$ cat src/rtl/julia_row_scheduler.sv
// Julia-set frame scheduler: hands rows to idle workers and funnels their
// pixel writes through a round-robin arbiter into video-buffer port A.
module julia_row_scheduler #(
    parameter int NUM_WORKERS = 4,
    parameter int NUM_ROWS    = 480
) (
    input  logic                        clock,
    input  logic                        reset,
    input  logic                        frame_start,
    input  logic [NUM_WORKERS-1:0]      worker_busy,
    output logic [NUM_WORKERS-1:0]      worker_start,
    output logic [8:0]                  worker_row,
    input  logic [NUM_WORKERS-1:0]      wr_req,
    input  logic [19*NUM_WORKERS-1:0]   wr_addr,
    input  logic [4*NUM_WORKERS-1:0]    wr_data,
    output logic [NUM_WORKERS-1:0]      wr_grant,
    output logic [18:0]                 mem_addr,
    output logic [3:0]                  mem_data,
    output logic                        mem_we,
    output logic                        frame_done
);

    localparam int PW = (NUM_WORKERS > 1) ? $clog2(NUM_WORKERS) : 1;
    localparam logic [8:0] LAST_ROW = 9'(NUM_ROWS - 1);

    typedef enum logic [1:0] {IDLE, DISPATCH, DRAIN, DONE} state_t;

    state_t                 state_q, state_d;
    logic [8:0]             row_q, row_d;
    logic [NUM_WORKERS-1:0] claimed_q, claimed_d;
    logic [NUM_WORKERS-1:0] start_q, start_d;
    logic [8:0]             wrow_q, wrow_d;
    logic                   done_q, done_d;
    logic [PW-1:0]          ptr_q, ptr_d;
    logic                   we_q, we_d;
    logic [18:0]            addr_q, addr_d;
    logic [3:0]             data_q, data_d;

    logic [NUM_WORKERS-1:0] avail;
    logic [NUM_WORKERS-1:0] pick_oh;
    logic [NUM_WORKERS-1:0] grant_c;
    logic [PW-1:0]          gidx;
    logic                   found;

    // A claimed worker stays unavailable until it shows busy at least once.
    assign avail   = ~worker_busy & ~claimed_q;
    assign pick_oh = avail & (~avail + NUM_WORKERS'(1));

    always_comb begin
        state_d   = state_q;
        row_d     = row_q;
        claimed_d = claimed_q & ~worker_busy;
        start_d   = '0;
        wrow_d    = wrow_q;
        done_d    = done_q;
        if (frame_start) begin
            state_d   = DISPATCH;
            row_d     = '0;
            claimed_d = '0;
            done_d    = 1'b0;
        end else begin
            unique case (state_q)
                IDLE: begin
                end
                DISPATCH: begin
                    if (|avail) begin
                        start_d   = pick_oh;
                        wrow_d    = row_q;
                        claimed_d = claimed_d | pick_oh;
                        row_d     = row_q + 9'd1;
                        if (row_q == LAST_ROW) begin
                            state_d = DRAIN;
                        end
                    end
                end
                DRAIN: begin
                    if (claimed_q == '0 && worker_busy == '0 && wr_req == '0) begin
                        state_d = DONE;
                        done_d  = 1'b1;
                    end
                end
                DONE: begin
                end
            endcase
        end
    end

    // Round-robin search starting at the pointer; runs regardless of FSM state.
    always_comb begin
        found   = 1'b0;
        gidx    = ptr_q;
        grant_c = '0;
        for (int k = 0; k < NUM_WORKERS; k++) begin
            if (!found && wr_req[(int'(ptr_q) + k) % NUM_WORKERS]) begin
                found = 1'b1;
                gidx  = PW'((int'(ptr_q) + k) % NUM_WORKERS);
            end
        end
        if (found) begin
            grant_c[gidx] = 1'b1;
        end
        ptr_d  = found ? PW'((int'(gidx) + 1) % NUM_WORKERS) : ptr_q;
        we_d   = found;
        addr_d = found ? wr_addr[19*gidx +: 19] : addr_q;
        data_d = found ? wr_data[4*gidx +: 4] : data_q;
    end

    always_ff @(posedge clock) begin
        if (reset) begin
            state_q   <= IDLE;
            row_q     <= '0;
            claimed_q <= '0;
            start_q   <= '0;
            wrow_q    <= '0;
            done_q    <= 1'b0;
            ptr_q     <= '0;
            we_q      <= 1'b0;
            addr_q    <= '0;
            data_q    <= '0;
        end else begin
            state_q   <= state_d;
            row_q     <= row_d;
            claimed_q <= claimed_d;
            start_q   <= start_d;
            wrow_q    <= wrow_d;
            done_q    <= done_d;
            ptr_q     <= ptr_d;
            we_q      <= we_d;
            addr_q    <= addr_d;
            data_q    <= data_d;
        end
    end

    assign wr_grant     = reset ? '0 : grant_c;
    assign worker_start = start_q;
    assign worker_row   = wrow_q;
    assign mem_we       = we_q;
    assign mem_addr     = addr_q;
    assign mem_data     = data_q;
    assign frame_done   = done_q;

endmodule

$ cat config.mk
export PLATFORM = sky130hd
export DESIGN_NAME = julia_row_scheduler
export DESIGN_NICKNAME = d
export VERILOG_FILES = /design/src/rtl/julia_row_scheduler.sv
export SDC_FILE = /design/constraint.sdc
export NUM_CORES = 1
export LEC_CHECK = 0
export CAP_MARGIN = 20
export CORE_ASPECT_RATIO = 0.9
export CORE_MARGIN = 2
export CORE_UTILIZATION = 36
export DETAILED_ROUTE_END_ITERATION = 8
export GPL_ROUTABILITY_DRIVEN = 0
export PLACE_DENSITY = 0.87
export SETUP_SLACK_MARGIN = 0.05
export SYNTH_ARGS = -nofsm -noshare
export SYNTH_HDL_FRONTEND = slang
export SYNTH_SLANG_ARGS = --single-unit
$ cat constraint.sdc
create_clock -name clock -period 1.6 [get_ports clock]
set_input_delay 0.32 -clock clock [delete_from_list [all_inputs] [get_ports clock]]
set_output_delay 0.32 -clock clock [all_outputs]
set_load 0.01 [all_outputs]
# Word-level counts from Yosys, hierarchy flattened
# Cells that the tools add are included.
# W data, S select, Z words.
dict set report op_classes {
  n_addsub 6
  n_mul 1
  order_cmp 6
  eq_ne 9
  n_shift 2
  muxes 29
  n_bitwise 13
  n_reduce_logical 25
}
# cell n
set ops {}
lappend ops {{$shiftx A76 B8 Y19} 1}
lappend ops {{$mux W4} 4}
lappend ops {{$shiftx A16 B5 Y4} 1}
lappend ops {{$mux W1} 13}
lappend ops {{$and A4 B4 Y4} 3}
lappend ops {{$logic_not A4 Y1} 3}
lappend ops {{$lt A3 B4 Y1 const B} 3}
lappend ops {{$mux W2} 6}
lappend ops {{$not A4 Y4} 3}
lappend ops {{$add A9 B1 Y9 const B} 1}
lappend ops {{$eq A9 B9 Y1 const B} 1}
lappend ops {{$ne A3 B3 Y1 const B} 3}
lappend ops {{$bmux W1 S2} 4}
lappend ops {{$reduce_and A4 Y1} 2}
lappend ops {{$reduce_or A2 Y1} 4}
lappend ops {{$reduce_or A4 Y1} 2}
lappend ops {{$mul A5 B2 Y7 const A} 1}
lappend ops {{$logic_and A1 B1 Y1} 6}
lappend ops {{$lt A2 B3 Y1 const B} 2}
lappend ops {{$ne A2 B2 Y1 const B} 3}
lappend ops {{$add A2 B1 Y2 const B} 2}
lappend ops {{$add A2 B2 Y2 const B} 2}
lappend ops {{$add A4 B1 Y4 const B} 1}
lappend ops {{$or A4 B4 Y4} 1}
lappend ops {{12 further kinds} 19}
dict set report word_totals {
  ff_bits 55
  in_bits 103
  out_inout_bits 42
  elab_cells 102
}

# Depth between registers and ports, before layout
# Gate-level depths: netlist (run 1).
dict set report depth {
  depth_word 20
  depth_mapped 7
  ltp_nobuf 6
}

# Worst setup path before layout (run 1)
# No wires, ideal clock.
dict set report synth_timing {
  kind {reg-to-output}
  start {reg ptr_q[1]}
  end {out wr_grant[0]}
  arrival_time_ns 1.465
  required_ns 1.280
  path_slack_ns -0.185
  path_stages_with_launch 8
  path_buffers 2
  cell_sequence {dfxtp_1 nor3_1 a31oi_1 a32o_2 nand2b_4 buf_6 buf_6 nor2_1}
}
dict set report synth_via {
  elab_chain_cells 18
  word_cells_on_any_way 34
  cone_classes {add/sub (3); order compare (2); mux (22); reduce/logical (7)}
}
# element line_no
set synth_lines {}
lappend synth_lines {{from (decl)} 34} ;# logic [PW-1:0] ptr_q, ptr_d;
lappend synth_lines {{from (signal assigned)} 127} ;# ptr_q <= ptr_d;
lappend synth_lines {{$add A2 B1 Y2 / $bmux W1 S2 (equally long branches)} {94, 96}}
lappend synth_lines {{$bmux W1 S2 / $mux W1 (equally long branches)} 94} ;# if (!found && wr_req[(int'(ptr_q) + k) % NUM_WORKERS]) begin
lappend synth_lines {{$mux W1 (not written as such)} 94}
lappend synth_lines {{$mux W1 (not written as such) / $logic_not A1 Y1 (equally long branches)} 94}
lappend synth_lines {{$logic_and A1 B1 Y1} 94}
lappend synth_lines {{$mux W1} 94}
lappend synth_lines {{$logic_not A1 Y1} 94}
lappend synth_lines {{$logic_and A1 B1 Y1} 94}
lappend synth_lines {{[2 not listed]} -}
lappend synth_lines {{$logic_and A1 B1 Y1} 94}
lappend synth_lines {{$mux W2} 94}
lappend synth_lines {{$lt A2 B3 Y1 (not written as such) / $ge A2 B1 Y1 (equally long branches)} 100} ;# grant_c[gidx] = 1'b1;
lappend synth_lines {{$logic_and A1 B1 Y1 (not written as such)} 100}
lappend synth_lines {{$mux W1 (not written as such)} 100}
lappend synth_lines {{$demux W1 S2} 100}
lappend synth_lines {{$mux W4 (*)} 99} ;# if (found) begin
lappend synth_lines {{$mux W4 (*)} 134} ;# assign wr_grant = reset ? '0 : grant_c;
lappend synth_lines {{to (decl)} 16} ;# output logic [NUM_WORKERS-1:0] wr_grant,
# Mark *: on every way between the ends. The rest lies on a longest branch, timed or not. The select of a mux whose other input is x is not followed.

# Worst setup path after layout (run 1)
dict set report layout_timing {
  start {reg ptr_q[0]}
  end {out wr_grant[1]}
}
# Same word-level chain as after synthesis.

==> impl_metrics.env, run 1 <==
export IMPL_track_usage_pct=22.4
export IMPL_finish_utilization_pct=70.8
export IMPL_grt_start_max_net_pins=19
export IMPL_number_of_enable_flip_flop_cells_after_synthesis=0
export IMPL_fp_row_count=30
export IMPL_dr_pass1_iters=4
export IMPL_cts_made_buffers=5
export IMPL_first_global_vias=3142
export IMPL_antenna_cells=0
export IMPL_tritoncts="done"
export IMPL_fp_dieW_um=97.7
export IMPL_power_per_cell_area_mw_per_mm2=929
export IMPL_count_of_cells_along_the_worst_hold_path=3
export IMPL_initial_core_util_pct=37.5
export IMPL_core_area_mm2=0.00758
export IMPL_period_needed_ns=1.96
export IMPL_layout_nets=568
export IMPL_maxCapViolCount=0
export IMPL_grt_pass1_wl_mm=15.5
export IMPL_crit_reg2reg_launch="ptr_q[0]$_SDFFE_PP0N_"
export IMPL_placed_area_mm2=0.00456
export IMPL_irDropWorstVdd_mv=0.479
export IMPL_vias=2917
export IMPL_yosys_cell_types_count=38
export IMPL_clock_root_buffer="clkbuf_8"
export IMPL_antenna_found_initial=0
export IMPL_critical_path_required_ns=1.28
export IMPL_via_cell_ratio=5.20
export IMPL_critPathMaxFanout=4
export IMPL_synthesis_area_per_instance_um2=10.0
export IMPL_drt_first_iter_violations=56
export IMPL_dp_hpwl_mm=7.08
export IMPL_io_pin_count=145
export IMPL_end_kind="primary output"
export IMPL_syn_num_nets=387
export IMPL_setup_worst_path_start_class="flop"
export IMPL_ant_nets=0
export IMPL_max_clock_freq_mhz=510
export IMPL_worst_slew_pin_transition_ns=0.296
export IMPL_reg2reg_setup_slack_ns=-0.35
export IMPL_most_common_layout_cells="103 x clkdlybuf4s50_1, 51 x dfxtp_1, 31 x nor2_1"
export IMPL_path_clk_slew_ns=0.10
export IMPL_postSynth_topFlopCell="dfxtp_1"
export IMPL_most_common_cell_after_layout_fill_and_taps_aside="clkdlybuf4s50_1"
export IMPL_worstSkewPairLatency_ns=0.31
export IMPL_cts_sinks=55
export IMPL_hold_path_startpoint="worker_busy[0]"
export IMPL_worstPathArrival_ns=1.64
export IMPL_clock_skew_ns=0.00599
export IMPL_critical_path_reg2reg_endpoint="mem_addr[11]$_SDFFE_PP0N_"
export IMPL_drive_gt1_share_pct=30.5
export IMPL_synthTopCellsByArea="dfxtp_1 39%, mux2i_1 20%, o221ai_2 12%, nor2_1 4.9%, nand2_1 4.0%"
export IMPL_layout_setup_ws_ns=-0.362
export IMPL_final_cell_area_mm2=0.00537
export IMPL_rsz0062_at_grt="true"
export IMPL_violations="setup timing"
export IMPL_fp_dieArea_mm2=0.00862
export IMPL_yosysTopAreaCell="dfxtp_1"
export IMPL_synth_top_area_share_pct=38.7
export IMPL_timing_final_crit_share_pct=123
export IMPL_overflow=0
export IMPL_ws_path_type="flop to primary output"
export IMPL_setup_viol_count_final=28
export IMPL_synth_seq_cells=55
export IMPL_ys_seq_area_share_pct=38.7
export IMPL_synth_yosys_warnings=0
export IMPL_synthCells=283
export IMPL_synth_async_reset_ratio_pct=0
export IMPL_hp_class="primary input to flop"
export IMPL_finalWirelength_mm=10.2
export IMPL_post_drt_wl_per_cell_um=18.2
export IMPL_status="finished with violations"
export IMPL_syn_cell_area_mm2=0.00284
export IMPL_final_hold_violations=0
export IMPL_htree_levels=2
export IMPL_worst_r2r_path_depth=9
export IMPL_placement_io_buffers=144
export IMPL_slew_viol_final=0
export IMPL_die_ht_um=88.3
export IMPL_cts_root_to_sink_buffers=2
export IMPL_p_leak_nw=2.36
export IMPL_max_slew_margin_pct=80.0
export IMPL_drt_drc_violations_left=0
export IMPL_min_to="claimed_q[0]$_SDFF_PP0_"
export IMPL_synthToLayoutAreaGrowth_pct=88.9
## flip-flops by register name (all words and copies together) (netlist names), 2 cells and up
signal / cells
claimed_q: 4
state_q: 2
worker_start: 4
mem_data: 4
ptr_q: 2
row_q: 9
mem_addr: 19
worker_row: 9
## cell families (layout without fill, tap and decap cells)
kind of cell | Yosys count | in the layout | share of synthesized area [%]
simple gates | 95 | 95 | 15.4
flops | 55 | 55 | 38.7
xor+xnor | 9 | 9 | 2.77
buf+inv | 25 | 207 | 5.68
mux | 56 | 56 | 19.7
fa+ha+maj | 1 | 1 | 0.440
compound gates | 42 | 42 | 17.3
## final cells by class
class                      count  area, um2
sequential                    55       1110
clock buffer                   6       82.6
timing repair buffer         191       2050
multi-input combinational    203       1950
tap                           96        120
fill                         525       2210
clock inverter                 2       20.0
inverter                       8       32.5
## per-layer routing
layer  wire length (um)  global-route usage, %
met5                  0                      0
met4                180                   5.05
met3                758                   7.74
met2               5550                   44.3
met1               3740                   23.1
## where the power goes
| part | internal (W) | switching, W |
|---|---|---|
| logic | 0.00150 | 0.00101 |
| registers | 0.00153 | 0.000101 |
| clock network | 0.000366 | 0.000486 |
| total | 0.00339 | 0.00159 |
## per-stage QoR
step           power (W)  setup WS, ns  setup TNS (ns)  std cells  hold WS (ns)
2_1_floorplan    0.00262       -0.0410         -0.0826        283         0.385
3_3_place_gp     0.00335        -0.932          -28.56        535         0.436
3_5_place_dp     0.00340         -1.00          -31.50        535         0.445
4_1_cts          0.00481        -0.347           -7.47        560         0.467
5_1_grt          0.00520        -0.422           -9.37        561         0.327
6_report         0.00499        -0.362           -7.14        561         0.328
## repair_timing
| action | 4_1_cts | 5_1_grt |
|---|---|---|
| setup endpoints to repair | 41 | 64 |
| endpoints found under the hold margin | 0 | 0 |
| buffers inserted | 13 | 3 |
| gates cloned | 4 | 1 |
| pin swaps | 8 | 8 |
| gates resized for setup | 95 | 62 |
| hold buffers | 0 | 0 |
## cells in the mapped netlist, types with 4 or more instances
cell and number:
nor3_1 5, inv_1 7, nor2_1 37, mux2i_1 56
nand4_1 5, nand2_1 30, buf_6 8, o221ai_2 23
xor2_1 6, a21oi_1 6, clkbuf_1 5, dfxtp_1 55
nand2b_1 4
## worst max path at each step
stage / start / end
3_5_place_dp: wr_req[2] / mem_addr[7]$_SDFFE_PP0N_
3_3_place_gp: wr_req[2] / wr_grant[2]
4_1_cts: ptr_q[1]$_SDFFE_PP0N_ / wr_grant[1]
5_1_grt: ptr_q[0]$_SDFFE_PP0N_ / mem_addr[14]$_SDFFE_PP0N_
6_report: ptr_q[0]$_SDFFE_PP0N_ / wr_grant[1]
2_1_floorplan: wr_req[3] / wr_grant[1]
## worst max-delay path: stages (launching register included)
cell	delay [ns]
dfxtp_4	0.39
nand2b_4	0.14
buf_4	0.10
nand2_1	0.04
a32o_2	0.25
nand2b_4	0.18
nor2_4	0.12
buf_6	0.11
Note: power is estimated with default switching activity, not from simulation.
==> inputs of run 2 (changes only) <==
CORE_MARGIN = default   (was 2)
==> run 2 against run 1 <==
  * The run still ends with setup timing left
  * Routed wire length is 0.96% lower
  * Clock skew about the same
  * Utilization decreased by 0.69 points
  * Critical path depth rose by 2
  * Hold slack is essentially flat
  * Sequential share of layout area is 0.20 points higher
  * Global-route usage grew 0.37 points
  * Cell count down 0.89%
  * Non-clock buffer count shrank 5
  * Critical path type is now flop to flop
==> impl_metrics.env, run 2 (synthesis gave the netlist of run 1 again) <==
export IMPL_n_fill_cell=531
export IMPL_rsz0062_at_grt="true"
export IMPL_setup_tns_final_ns=-6.92
export IMPL_maxCapViolCount=0
export IMPL_setup_worst_path_start_class="flop"
export IMPL_p_leak_nw=2.37
export IMPL_most_common_cell_after_layout_fill_and_taps_aside="clkdlybuf4s50_1"
export IMPL_finalWirelength_mm=10.1
export IMPL_path_clk_slew_ns=0.10
export IMPL_most_common_cell_on_crit_path="buf_6"
export IMPL_status="finished with violations"
export IMPL_post_layout_nonfiller_instances=556
export IMPL_first_global_vias=2915
export IMPL_placement_io_buffers=144
export IMPL_antenna_cells=0
export IMPL_power_per_cell_area_mw_per_mm2=922
export IMPL_worstSkewPairLatency_ns=0.31
export IMPL_timing_final_crit_share_pct=119
export IMPL_post_drt_wl_per_cell_um=18.2
export IMPL_end_kind="flop"
export IMPL_antenna_found_initial=0
export IMPL_ws_path_type="flop to flop"
export IMPL_core_area_mm2=0.00758
export IMPL_drive_gt1_share_pct=28.9
export IMPL_dp_hpwl_mm=6.31
export IMPL_cts_made_buffers=5
export IMPL_layout_setup_ws_ns=-0.307
export IMPL_fp_row_count=30
export IMPL_final_hold_violations=0
export IMPL_dr_pass1_iters=4
export IMPL_grt_start_max_net_pins=24
export IMPL_fp_dieW_um=95.7
export IMPL_die_ht_um=86.3
export IMPL_tritoncts="done"
export IMPL_clock_skew_ns=0.00610
export IMPL_cts_root_to_sink_buffers=2
export IMPL_track_usage_pct=22.8
export IMPL_irDropWorstVdd_mv=0.518
export IMPL_worstPathArrival_ns=2.09
export IMPL_io_pin_count=145
export IMPL_hp_class="primary input to flop"
export IMPL_clock_root_buffer="clkbuf_8"
export IMPL_vias=2913
export IMPL_critical_path_required_ns=1.79
export IMPL_place_detailed_instances=531
export IMPL_critical_path_top_delay_family="buffers and inverters"
export IMPL_ant_nets=0
export IMPL_htree_levels=2
export IMPL_setup_viol_count_final=27
export IMPL_synthToLayoutAreaGrowth_pct=87.1
export IMPL_max_clock_freq_mhz=524
export IMPL_critPathMaxFanout=6
export IMPL_pre_cts_ws_ns=-1.02
export IMPL_critical_path_buf_inv_count=4
export IMPL_footprint_of_the_multi_input_gates_mm2=0.00193
export IMPL_drt_drc_violations_left=0
export IMPL_cts_sinks=55
export IMPL_drt_first_iter_violations=65
export IMPL_overflow=0
export IMPL_via_cell_ratio=5.24
export IMPL_initial_core_util_pct=37.5
export IMPL_slew_viol_final=0
export IMPL_finalPower_w=0.00490
export IMPL_violations="setup timing"
export IMPL_timing_critical_path_slowest_stage_cell="dfxtp_4"
export IMPL_period_needed_ns=1.91
export IMPL_most_common_layout_cells="106 x clkdlybuf4s50_1, 51 x dfxtp_1, 33 x mux2i_1"
export IMPL_timing_critical_path_slowest_cell_delay_ns=0.38
export IMPL_largest_register_ffs=19
export IMPL_ff_latch_area_mm2=0.00111
export IMPL_ctsHoldBuffers=0
export IMPL_worst_slew_pin_transition_ns=0.357
export IMPL_layout_nets=563
export IMPL_cp_cell_sequence="nand2b_4, o21ai_4, a221oi_4, buf_6, buf_6, buf_6, buf_16, mux2i_1, o221ai_2"
export IMPL_grt_pass1_wl_mm=14.4
export IMPL_fp_dieArea_mm2=0.00825
export IMPL_max_slew_margin_pct=76.2
-- run 2: report_power, final --
part	internal, W	total (W)	switching [W]
Combinational	0.00148	0.00250	0.00102
Clock	0.000316	0.000774	0.000459
Sequential	0.00153	0.00162	0.0000966
-- run 2: layer usage --
layer	routed length (um)	part of all wire [%]	up-vias	global-route usage (%)
li1	-	-	1378	-
met2	5310	52	121	43.2
met1	3760	37	1389	24.3
met5	0	0	-	0
met3	806	8.0	25	6.05
met4	247	2.4	0	6.92
-- run 2: path summary, 6_finish.rpt --
| check | start | to | slack (ns) | cells after the start |
|---|---|---|---|---|
| max | ptr_q[0]$_SDFFE_PP0N_ | mem_data[3]$_SDFFE_PP0N_ | -0.31 | 9 |
| max reg2reg | ptr_q[0]$_SDFFE_PP0N_ | mem_data[3]$_SDFFE_PP0N_ | -0.31 | 9 |
| min reg2reg | frame_done$_SDFFE_PP0P_ | frame_done$_SDFFE_PP0P_ | 0.46 | 2 |
| min | worker_busy[2] | claimed_q[2]$_SDFF_PP0_ | 0.33 | 3 |
-- run 2: per-stage QoR --
stage / area (um2) / utilization [%] / hold slack [ns]
3_3_place_gp: 4550 / 60.0 / 0.436
6_report: 5320 / 70.1 / 0.328
5_1_grt: 5320 / 70.1 / 0.316
3_5_place_dp: 4550 / 60.0 / 0.443
2_1_floorplan: 2900 / - / 0.385
4_1_cts: 5120 / 67.6 / 0.466
-- run 2: worst reg2reg max path, cell delays in order (launching register included) --
cell and delay, ns:
dfxtp_4 0.38, nand2b_4 0.14, o21ai_4 0.06, a221oi_4 0.29, buf_6 0.19, buf_6 0.12
buf_6 0.11, buf_16 0.14, mux2i_1 0.25, o221ai_2 0.11
-- run 2: cell type report --
class                      instances  area share, %
clock buffer                       6           1.37
inverter                           8          0.612
clock inverter                     2          0.329
sequential                        55           20.9
multi-input combinational        203           36.3
tap                               96           2.26
timing repair buffer             186           38.2
-- run 2: repair_timing --
action                                  4_1_cts  5_1_grt
setup buffers                                12        3
gates resized for setup                      71       66
gates cloned                                  7        0
pin swaps                                     5        9
endpoints found under the setup margin       41       70
hold endpoints to repair                      0        0
